**src/rtl/lsu_pkg.sv**
```systemverilog
// Shared types and widths for the load/store unit.
// Imported by the interfaces, the stack pointer and the top level.
package lsu_pkg;

    localparam int OP_W   = 2;
    localparam int DATA_W = 8;
    localparam int ADDR_W = 8;

    typedef enum logic [OP_W-1:0] {
        LOAD  = 2'b00,
        STORE = 2'b01,
        PUSH  = 2'b10,
        POP   = 2'b11
    } lsu_op_e;

    typedef enum logic [1:0] {
        IDLE   = 2'b00,
        ACCESS = 2'b01,
        RESP   = 2'b10
    } lsu_state_e;

endpackage

```
**src/rtl/lsu_if.sv**
```systemverilog
// Request/response handshake bundle and data memory port bundle.
// The master side is the requester (or the LSU, for the memory port).
interface lsu_if;
    import lsu_pkg::*;

    logic              req_valid;
    logic              req_ready;
    lsu_op_e           req_op;
    logic [ADDR_W-1:0] req_addr;
    logic [DATA_W-1:0] req_wdata;
    logic              rsp_valid;
    logic              rsp_ready;
    logic [DATA_W-1:0] rsp_data;
    logic              rsp_err;

    modport master (
        output req_valid, req_op, req_addr, req_wdata, rsp_ready,
        input  req_ready, rsp_valid, rsp_data, rsp_err
    );

    modport slave (
        input  req_valid, req_op, req_addr, req_wdata, rsp_ready,
        output req_ready, rsp_valid, rsp_data, rsp_err
    );
endinterface

interface lsu_mem_if;
    import lsu_pkg::*;

    logic [ADDR_W-1:0] mem_addr;
    logic [DATA_W-1:0] mem_wdata;
    logic              mem_we;
    logic              mem_re;
    logic [DATA_W-1:0] mem_rdata;

    modport master (
        output mem_addr, mem_wdata, mem_we, mem_re,
        input  mem_rdata
    );

    modport slave (
        input  mem_addr, mem_wdata, mem_we, mem_re,
        output mem_rdata
    );
endinterface

```
**src/rtl/lsu_stack_ptr.sv**
```systemverilog
// Stack pointer register; SP points at the next free slot and grows down.
// Strobes are ignored when they would cross the full/empty bounds.
module lsu_stack_ptr
    import lsu_pkg::*;
#(
    parameter logic [ADDR_W-1:0] STACK_TOP   = 8'hFF,
    parameter logic [ADDR_W-1:0] STACK_LIMIT = 8'hC0
) (
    input  logic              clk,
    input  logic              reset,
    input  logic              push,
    input  logic              pop,
    output logic [ADDR_W-1:0] sp,
    output logic              full,
    output logic              empty
);

    localparam logic [ADDR_W-1:0] FULL_SP = STACK_LIMIT - 8'd1;

    logic [ADDR_W-1:0] sp_q;
    logic [ADDR_W-1:0] sp_d;

    assign full  = (sp_q == FULL_SP);
    assign empty = (sp_q == STACK_TOP);
    assign sp    = sp_q;

    always_comb begin
        sp_d = sp_q;
        if (push && !full) begin
            sp_d = sp_q - 8'd1;
        end else if (pop && !empty) begin
            sp_d = sp_q + 8'd1;
        end
    end

    always_ff @(posedge clk or posedge reset) begin
        if (reset) begin
            sp_q <= STACK_TOP;
        end else begin
            sp_q <= sp_d;
        end
    end

endmodule

```
**src/rtl/load_store_unit.sv**
```systemverilog
// Load/store unit: one request at a time, IDLE -> ACCESS -> RESP.
// Memory strobes are decoded from registered state only.
module load_store_unit
    import lsu_pkg::*;
#(
    parameter logic [ADDR_W-1:0] STACK_TOP   = 8'hFF,
    parameter logic [ADDR_W-1:0] STACK_LIMIT = 8'hC0
) (
    input  logic              clk,
    input  logic              reset,
    lsu_if.slave              req,
    lsu_mem_if.master         mem,
    output logic [ADDR_W-1:0] sp
);

    lsu_state_e        state_q, state_d;
    lsu_op_e           op_q, op_d;
    logic [ADDR_W-1:0] addr_q, addr_d;
    logic [DATA_W-1:0] wdata_q, wdata_d;
    logic [DATA_W-1:0] rsp_data_q, rsp_data_d;
    logic              rsp_err_q, rsp_err_d;

    logic              sp_push;
    logic              sp_pop;
    logic              sp_full;
    logic              sp_empty;
    logic [ADDR_W-1:0] sp_cur;

    logic [ADDR_W-1:0] mem_addr_c;
    logic [DATA_W-1:0] mem_wdata_c;
    logic              mem_we_c;
    logic              mem_re_c;

    lsu_stack_ptr #(
        .STACK_TOP   (STACK_TOP),
        .STACK_LIMIT (STACK_LIMIT)
    ) u_sp (
        .clk   (clk),
        .reset (reset),
        .push  (sp_push),
        .pop   (sp_pop),
        .sp    (sp_cur),
        .full  (sp_full),
        .empty (sp_empty)
    );

    always_comb begin
        state_d     = state_q;
        op_d        = op_q;
        addr_d      = addr_q;
        wdata_d     = wdata_q;
        rsp_data_d  = rsp_data_q;
        rsp_err_d   = rsp_err_q;
        sp_push     = 1'b0;
        sp_pop      = 1'b0;
        mem_addr_c  = '0;
        mem_wdata_c = '0;
        mem_we_c    = 1'b0;
        mem_re_c    = 1'b0;

        unique case (state_q)
            IDLE: begin
                if (req.req_valid) begin
                    op_d       = req.req_op;
                    addr_d     = req.req_addr;
                    wdata_d    = req.req_wdata;
                    rsp_data_d = '0;
                    rsp_err_d  = 1'b0;
                    state_d    = ACCESS;
                end
            end
            ACCESS: begin
                state_d = RESP;
                unique case (op_q)
                    LOAD: begin
                        mem_addr_c = addr_q;
                        mem_re_c   = 1'b1;
                        rsp_data_d = mem.mem_rdata;
                    end
                    STORE: begin
                        mem_addr_c  = addr_q;
                        mem_wdata_c = wdata_q;
                        mem_we_c    = 1'b1;
                    end
                    PUSH: begin
                        if (sp_full) begin
                            rsp_err_d = 1'b1;
                        end else begin
                            mem_addr_c  = sp_cur;
                            mem_wdata_c = wdata_q;
                            mem_we_c    = 1'b1;
                            sp_push     = 1'b1;
                        end
                    end
                    POP: begin
                        // Empty stack: flag underflow, never touch memory.
                        if (sp_empty) begin
                            rsp_err_d  = 1'b1;
                            rsp_data_d = '0;
                        end else begin
                            mem_addr_c = sp_cur + 8'd1;
                            mem_re_c   = 1'b1;
                            rsp_data_d = mem.mem_rdata;
                            sp_pop     = 1'b1;
                        end
                    end
                    default: ;
                endcase
            end
            RESP: begin
                if (req.rsp_ready) begin
                    state_d = IDLE;
                end
            end
            default: state_d = IDLE;
        endcase
    end

    always_ff @(posedge clk or posedge reset) begin
        if (reset) begin
            state_q    <= IDLE;
            op_q       <= LOAD;
            addr_q     <= '0;
            wdata_q    <= '0;
            rsp_data_q <= '0;
            rsp_err_q  <= 1'b0;
        end else begin
            state_q    <= state_d;
            op_q       <= op_d;
            addr_q     <= addr_d;
            wdata_q    <= wdata_d;
            rsp_data_q <= rsp_data_d;
            rsp_err_q  <= rsp_err_d;
        end
    end

    assign req.req_ready = (state_q == IDLE);
    assign req.rsp_valid = (state_q == RESP);
    assign req.rsp_data  = rsp_data_q;
    assign req.rsp_err   = rsp_err_q;

    assign mem.mem_addr  = mem_addr_c;
    assign mem.mem_wdata = mem_wdata_c;
    assign mem.mem_we    = mem_we_c;
    assign mem.mem_re    = mem_re_c;

    assign sp = sp_cur;

endmodule

```
**src/flat_wrapper.sv**
```systemverilog
// flat-port wrapper written by rule: the top's interface ports become plain ports
module load_store_unit_flat import lsu_pkg::*;
#(
    parameter logic [ADDR_W-1:0] STACK_TOP   = 8'hFF,
    parameter logic [ADDR_W-1:0] STACK_LIMIT = 8'hC0
)
  (clk, reset, sp, req_req_valid, req_req_op, req_req_addr, req_req_wdata, req_rsp_ready, req_req_ready, req_rsp_valid, req_rsp_data, req_rsp_err, mem_mem_addr, mem_mem_wdata, mem_mem_we, mem_mem_re, mem_mem_rdata);
  lsu_if req_i ();
  lsu_mem_if mem_i ();
  input  logic clk;
  input  logic reset;
  output logic [ADDR_W-1:0] sp;
  input wire logic [$bits(req_i.req_valid)-1:0] req_req_valid;
  input wire logic [$bits(req_i.req_op)-1:0] req_req_op;
  input wire logic [$bits(req_i.req_addr)-1:0] req_req_addr;
  input wire logic [$bits(req_i.req_wdata)-1:0] req_req_wdata;
  input wire logic [$bits(req_i.rsp_ready)-1:0] req_rsp_ready;
  output wire logic [$bits(req_i.req_ready)-1:0] req_req_ready;
  output wire logic [$bits(req_i.rsp_valid)-1:0] req_rsp_valid;
  output wire logic [$bits(req_i.rsp_data)-1:0] req_rsp_data;
  output wire logic [$bits(req_i.rsp_err)-1:0] req_rsp_err;
  output wire logic [$bits(mem_i.mem_addr)-1:0] mem_mem_addr;
  output wire logic [$bits(mem_i.mem_wdata)-1:0] mem_mem_wdata;
  output wire logic [$bits(mem_i.mem_we)-1:0] mem_mem_we;
  output wire logic [$bits(mem_i.mem_re)-1:0] mem_mem_re;
  input wire logic [$bits(mem_i.mem_rdata)-1:0] mem_mem_rdata;
  assign req_i.req_valid = req_req_valid;
  assign req_i.req_op = req_req_op;
  assign req_i.req_addr = req_req_addr;
  assign req_i.req_wdata = req_req_wdata;
  assign req_i.rsp_ready = req_rsp_ready;
  assign req_req_ready = req_i.req_ready;
  assign req_rsp_valid = req_i.rsp_valid;
  assign req_rsp_data = req_i.rsp_data;
  assign req_rsp_err = req_i.rsp_err;
  assign mem_mem_addr = mem_i.mem_addr;
  assign mem_mem_wdata = mem_i.mem_wdata;
  assign mem_mem_we = mem_i.mem_we;
  assign mem_mem_re = mem_i.mem_re;
  assign mem_i.mem_rdata = mem_mem_rdata;
  load_store_unit #(.STACK_TOP(STACK_TOP), .STACK_LIMIT(STACK_LIMIT)) u_core (.clk(clk), .reset(reset), .req(req_i), .mem(mem_i), .sp(sp));
endmodule
```
**config.mk**
```make
export PLATFORM = sky130hd
export DESIGN_NAME = load_store_unit_flat
export DESIGN_NICKNAME = d
export VERILOG_FILES = /design/src/rtl/lsu_pkg.sv /design/src/rtl/lsu_if.sv /design/src/rtl/lsu_stack_ptr.sv /design/src/rtl/load_store_unit.sv /design/src/flat_wrapper.sv
export SDC_FILE = /design/constraint.sdc
export NUM_CORES = 1
export LEC_CHECK = 0
export CAP_MARGIN = 10
export CORE_MARGIN = 1.5
export CORE_UTILIZATION = 40
export CTS_CLUSTER_DIAMETER = 60
export DETAILED_ROUTE_END_ITERATION = 10
export PLACE_DENSITY = 0.75
export SLEW_MARGIN = 10
export SYNTH_ARGS = -nofsm -noshare
export SYNTH_HDL_FRONTEND = slang
export SYNTH_SLANG_ARGS = --single-unit
```
**constraint.sdc**
```tcl
create_clock -name clk -period 2.7 [get_ports clk]
set_clock_uncertainty 0.1 [all_clocks]
set_input_delay 0.405 -clock clk [delete_from_list [all_inputs] [get_ports clk]]
set_output_delay 0.405 -clock clk [all_outputs]
set_load 0.05 [all_outputs]
```
==> results of run 1 <==
worst max-delay path by stage:
stage                                        startpoint          endpoint  slack (ps)  cells past startpoint
after floorplan           u_core.u_sp.sp[0]$_DFFE_PP1P_        mem_mem_re          10                      5
after global placement    u_core.u_sp.sp[0]$_DFFE_PP1P_  mem_mem_wdata[2]         160                      6
after detailed placement  u_core.u_sp.sp[0]$_DFFE_PP1P_  mem_mem_wdata[2]         120                      6
after CTS                 u_core.u_sp.sp[0]$_DFFE_PP1P_   mem_mem_addr[6]           5                      7
after global routing      u_core.u_sp.sp[1]$_DFFE_PP1P_   mem_mem_addr[3]         -80                      8
final                     u_core.u_sp.sp[1]$_DFFE_PP1P_   mem_mem_addr[0]          30                      7
placed cells by master (no fill, tap or decap), types with 4 or more instances in the layout:
cell type        count
clkbuf_8             5
clkdlybuf4s50_1     48
dfstp_2              6
a21oi_1             11
mux2_2              16
buf_4               18
o21ai_0             15
dfrtp_1             29
nor2_1              23
nand3b_1             4
buf_8                5
buf_6                7
nand2_1             15
and2_4               5
inv_1                9
xor2_1               4
buf_12               5
a22o_1               8
state kept, by name (all words and copies together), names as in the netlist:
signal               cells
u_core.u_sp.sp           8
u_core.state_q           2
u_core.op_q              2
u_core.addr_q            8
u_core.wdata_q           8
u_core.req.rsp_data      8
u_core.req.rsp_err       1
logic make-up (layout without fill, tap and decap cells):
logic type / Yosys count / count (layout) / synth area share
multiplexers: 17 / 17 / 0.08666
adder cells (fa/ha/maj): 6 / 6 / 0.03421
buffers and inverters: 24 / 100 / 0.05929
AO/OA/AOI/OAI: 59 / 60 / 0.1825
XOR/XNOR: 7 / 7 / 0.02794
AND/OR/NAND/NOR: 74 / 74 / 0.1830
flip-flops: 37 / 37 / 0.4265
critical path: cells and delay by family, from the launching register on:
family | cells | cell delay (ps)
flops | 1 | 650
compound gates | 2 | 510
buf+inv | 2 | 300
simple gates | 2 | 210
fa+ha+maj | 1 | 180
metrics by stage:
| stage | cells | hold slack (ps) | util | TNS [ps] |
|---|---|---|---|---|
| 3_3_place_gp | 355 | 382.5 | 0.5692 | 0 |
| 4_1_cts | 369 | 405.4 | 0.6082 | 0 |
| 2_1_floorplan | 224 | 372.0 | - | 0 |
| 5_1_grt | 371 | 420.6 | 0.6315 | -231.0 |
| 3_5_place_dp | 355 | 387.2 | 0.5692 | 0 |
| 6_report | 371 | 405.1 | 0.6315 | 0 |
routing by layer:
metal / vias up / part of all wire / track usage
met5: - / 0 / 0
met4: 0 / 0.010 / 0.07455
met3: 6 / 0.088 / 0.05833
met2: 95 / 0.48 / 0.3381
met1: 966 / 0.42 / 0.2673
li1: 950 / - / -
power groups by stage:
| stage | combinational (W) | clock (W) | sequential [W] |
|---|---|---|---|
| final | 0.00272 | 0.000498 | 0.00116 |
| after global routing | 0.00289 | 0.000529 | 0.00120 |
| after CTS | 0.00260 | 0.000505 | 0.00115 |
| after detailed placement | 0.00243 | 0 | 0.00118 |
| after global placement | 0.00240 | 0 | 0.00117 |
| after floorplan | 0.00136 | 0 | 0.00149 |
what timing repair did:
action                                  CTS  global route
pin swaps                                 1             7
resized for setup                         9            30
gates cloned                              0             1
endpoints found under the hold margin     0             0
endpoints found under the setup margin   16            14
buffers inserted                          6             1
layout make-up:
class,instances,share of cell area
multi-input cells,164,0.3776
flip-flops and latches,37,0.2870
repair buffers,83,0.2646
well taps,70,0.02665
clock buffers,6,0.02208
clock inverters,2,0.01180
inverters,9,0.01028
==> reports/metrics.csv, run 1 <==
stage,metric,value,unit
finish,fillCellCount,427,
grt,antenna_found_initial,0,
yosys,synthCells,224,
yosys,synth-edff-count,0,
grt,grt_pass1_wl,9798,um
power_and_ir_drop,p_int,0.002272,W
setup_path,required,2190,ps
yosys,synth_seq_area_share,0.4265,
drt,vias,2017,
placed_design,io_buffers,66,
cts,clk_latency,300,ps
die,die-area,5940,um^2
drt,drt-total-wl,6012,um
finish,syn2layout_area_growth,49.77,%
yosys,synth.avg_cell_area,9.797,um^2
timing,finalMaxSlewViolations,0,
timing,min_period_over_period,0.9875,
finish,final_layout_size_suffix_gt1_frac,0.3223,
setup_path,r2r-end,u_core.u_sp.sp[4]$_DFFE_PP1P_,
yosys,synth-main-ff-cell,dfrtp_1,
placed_design,pre_cts_ws,120.2,ps
yosys,synth_top_area_frac,0.3307,
drt,vias_per_cell,5.437,
setup_path,path_cells,ha_4 -> nand4_4 -> o21a_4 -> buf_6 -> a221oi_2 -> nor2_1 -> buf_6,
placed_design,place_area,2963,um^2
timing,grt_setup_unrepaired,true,
setup_path,slowest_stage,dfstp_4,
cts,root_buffer,clkbuf_8,
power_and_ir_drop,pwr-share-comb,0.621,
finish,seq_area,943.4,um^2
die,dieHeight,77.07,um
yosys,yosys_warnings,0,
setup_path,r2r_slack,590,ps
setup_path,worstPathArrival,2160,ps
placed_design,place.gp.congestion,0.8814,
grt,overflow,0,
yosys,yosys-top-cells-area,"dfrtp_1 33%, dfstp_2 9.6%, mux2_2 8.2%",
die,ios,67,
grt,grt_start_max_net_pins,38,
finish,fin_area,3287,um^2
drt,firstDrtPassIters,4,
setup_path,path_class,reg2out,
cts,cts-hold-fix-buffers,0,
yosys,synth_seq_cells,37,
power_and_ir_drop,p_leak,1.351,nW
drt,ant_nets,0,
die,num_rows,26,
timing,tightest_slew,582.1,ps
setup_path,start_kind,register,
power_and_ir_drop,ir_drop,0.0008038,V
timing,final.min_clock_period,2666,ps
power_and_ir_drop,power_density,1330,nW/um^2
drt,drtIter0Drc,210,
timing,fmax,0.3750,GHz
grt,grt_pass1_vias,2009,
yosys,yosysTopAreaCell,dfrtp_1,
setup_path,max_stage_delay,650,ps
timing,layout_setup_ws,33.67,ps
yosys,syn-num-nets,260,
die,start_util,0.4216,
yosys,ys_async_sr_fraction,1.000,
setup_path,worst-r2r-cell-count,7,
flow_run,cap_violations,0,
setup_path,cp-end-kind,primary output,
cts,clk_pin_slew_worst_paths,90,ps
timing,setup_viol,0,
die,die_x,77.07,um
yosys,ys_types,50,
die,core_area,5205,um^2
yosys,yosysMostFrequentCell,dfrtp_1,
power_and_ir_drop,p_sw_frac,0.4805,
power_and_ir_drop,clkPwrFrac,0.114,
timing,slew_headroom,0.6105,
run_status,status,finished clean,
timing,hold_viol,0,
finish,num_antenna_cells,0,
grt,grtUsageTotal,0.2089,
cts,cts_tree,built,
cts,h-tree-depth,2,
power_and_ir_drop,pwr-share-seq,0.265,
setup_path,r2r_start,u_core.op_q[0]$_DFFE_PP0P_,
placed_design,place_hpwl,4119,um
cts,clk_path_buf_depth,2,
power_and_ir_drop,power_switching,0.002101,W
yosys,synth_area,2195,um^2
setup_path,crit_top_cell,buf_6,
finish,final_nets,336,
cts,cts_buffers,5,
drt,drcViolationCount,0,
finish,multiInputGateArea,1241,um^2
yosys,synth_top_cells_by_count,"29 x dfrtp_1, 24 x nor2_1, 16 x mux2_2, 15 x nand2_1, 15 x o21ai_0",
min_path,hp-class,in2async,
cts,cts_sinks,37,
drt,wl_per_cell,16.20,um
power_and_ir_drop,p_total,0.004373,W
setup_path,worst-path-max-fanout,8,
Power figures use the tool's default switching activity.
==> run 2: changes to the inputs <==
DONT_BUFFER_PORTS = 1   (was unset)
PLACE_DENSITY = unset   (was 0.75)
SKIP_LAST_GASP = 1   (was unset)
==> reports/metrics.csv, run 2 (same netlist as run 1, synthesis figures left out) <==
stage,metric,value,unit
setup_path,slowest_stage,dfstp_4,
timing,finalMaxSlewViolations,0,
setup_path,max_stage_delay,650,ps
cts,cts_buffers,5,
drt,firstDrtPassIters,4,
setup_path,path_class,reg2out,
placed_design,io_buffers,0,
timing,fmax,0.3815,GHz
die,dieHeight,77.07,um
power_and_ir_drop,ir_drop,0.0007455,V
timing,min_period_over_period,0.9709,
power_and_ir_drop,power_density,1493,nW/um^2
cts,clk_path_buf_depth,2,
grt,antenna_found_initial,0,
die,ios,67,
setup_path,worst-path-max-fanout,5,
die,core_area,5205,um^2
timing,grt_setup_unrepaired,true,
timing,holdWs,1.630,ps
drt,vias,1762,
die,num_rows,26,
grt,grt_pass1_vias,1722,
drt,ant_nets,0,
min_path,hp-class,in2async,
grt,overflow,0,
placed_design,place_hpwl,3749,um
timing,tightest_slew,537.2,ps
drt,drtIter0Drc,209,
finish,final_layout_size_suffix_gt1_frac,0.3469,
finish,final_common_cell,dfrtp_1,
finish,mostFrequentLayoutCells,"29 x dfrtp_1, 24 x buf_4, 23 x nor2_1",
setup_path,path_cells,ha_4 -> and3_4 -> nand3_2 -> a21o_1 -> a221oi_2 -> nor2_1 -> buf_6,
timing,setup_viol,0,
timing,layout_setup_ws,78.44,ps
power_and_ir_drop,p_leak,1.105,nW
drt,drt-total-wl,5252,um
setup_path,worst-r2r-cell-count,6,
setup_path,critPathTopFamily,flip-flops,
timing,final.min_clock_period,2622,ps
setup_path,worstPathArrival,2120,ps
run_status,status,finished clean,
finish,num_antenna_cells,0,
grt,grtUsageTotal,0.1864,
finish,fin_util,0.5053,
setup_path,cp-end-kind,primary output,
setup_path,r2r_start,u_core.op_q[0]$_DFFE_PP0P_,
placed_design,pre_cts_ws,196.7,ps
finish,syn2layout_area_growth,19.84,%
drt,vias_per_cell,5.594,
die,die-area,5940,um^2
timing,hold_viol,0,
cts,h-tree-depth,2,
setup_path,r2r_slack,560,ps
setup_path,start_kind,register,
die,start_util,0.4216,
cts,root_buffer,clkbuf_8,
finish,fin_area,2630,um^2
setup_path,r2r-end,u_core.u_sp.sp[7]$_DFFE_PP1P_,
placed_design,place_area,2425,um^2
cts,clk_pin_slew_worst_paths,70,ps
grt,grt_start_max_net_pins,38,
setup_path,required,2190,ps
placed_design,place.gp.congestion,0.8921,
cts,cts_tree,built,
cts,cts_sinks,37,
flow_run,cap_violations,0,
grt,grt_pass1_wl,8680,um
cts,clk_latency,290,ps
setup_path,critPathBufInv,1,
drt,drcViolationCount,0,
die,die_x,77.07,um
timing,slew_headroom,0.6405,
drt,wl_per_cell,16.67,um
finish,final_nets,280,
-- run 2: changes by cell type in the layout (fill, tap and decap cells not counted), moves of 2 or more --
cell,delta
ha_1,+2
and2_2,-3
buf_12,-3
clkdlybuf4s50_1,-48
ha_2,-2
buf_8,-5
buf_6,-5
buf_4,+6
and2_4,+3
-- run 2: per-stage QoR --
step,TNS [ps],power [W],std cells
after global routing,-49.97,0.004169,315
after floorplan,0,0.002850,224
after CTS,-124.4,0.003833,315
after detailed placement,0,0.003305,307
after global placement,0,0.003277,307
final,0,0.003926,315
-- run 2: how the worst max path moves through the flow --
stage,cells past startpoint,slack (ps),end,start
detailed placement,5,200,mem_mem_wdata[3],u_core.u_sp.sp[0]$_DFFE_PP1P_
global placement,5,230,mem_mem_wdata[4],u_core.u_sp.sp[0]$_DFFE_PP1P_
global route,8,-40,mem_mem_addr[5],u_core.op_q[0]$_DFFE_PP0P_
finish,7,80,mem_mem_addr[6],u_core.u_sp.sp[0]$_DFFE_PP1P_
CTS,5,-20,mem_mem_wdata[3],u_core.u_sp.sp[0]$_DFFE_PP1P_
floorplan,5,10,mem_mem_re,u_core.u_sp.sp[0]$_DFFE_PP1P_
-- run 2: what timing repair did --
item                                    4_1_cts  5_1_grt
endpoints found under the setup margin       14       14
resized for setup                             7       21
buffers inserted                              0        0
pin swaps                                     0        3
hold buffers                                  0        0
-- run 2: worst register-to-register path, cell delays in order (launching register included) --
cell	delay, ps
dfrtp_1	370
ha_1	460
buf_4	240
o21ai_2	90
a221o_1	470
a21oi_1	210
xnor2_1	140
-- run 2: per-layer routing --
layer / routed length, um / GRT usage / vias up / part of all wire
li1: - / - / 844 / -
met1: 2433 / 0.2614 / 855 / 0.46
met2: 2456 / 0.2726 / 56 / 0.47
met3: 295 / 0.04881 / 7 / 0.056
met4: 66 / 0.07455 / 0 / 0.013
met5: 0 / 0 / - / 0
-- run 2: cell type report --
type / count / area [um^2]
clock buffers: 6 / 72.57
clock inverters: 2 / 38.79
fillers: 472 / 2575
inverters: 9 / 33.78
multi-input cells: 163 / 1211
flip-flops and latches: 37 / 943.4
well taps: 70 / 87.58
repair buffers: 28 / 242.7
-- run 2: where the power goes --
part / total [W] / internal, W / leakage (nW) / switching, W
sequential: 0.00138 / 0.000881 / 0.442 / 0.000504
combinational: 0.00206 / 0.000780 / 0.607 / 0.00128
clock: 0.000480 / 0.000277 / 0.0554 / 0.000203
total: 0.00393 / 0.00194 / 1.10 / 0.00199
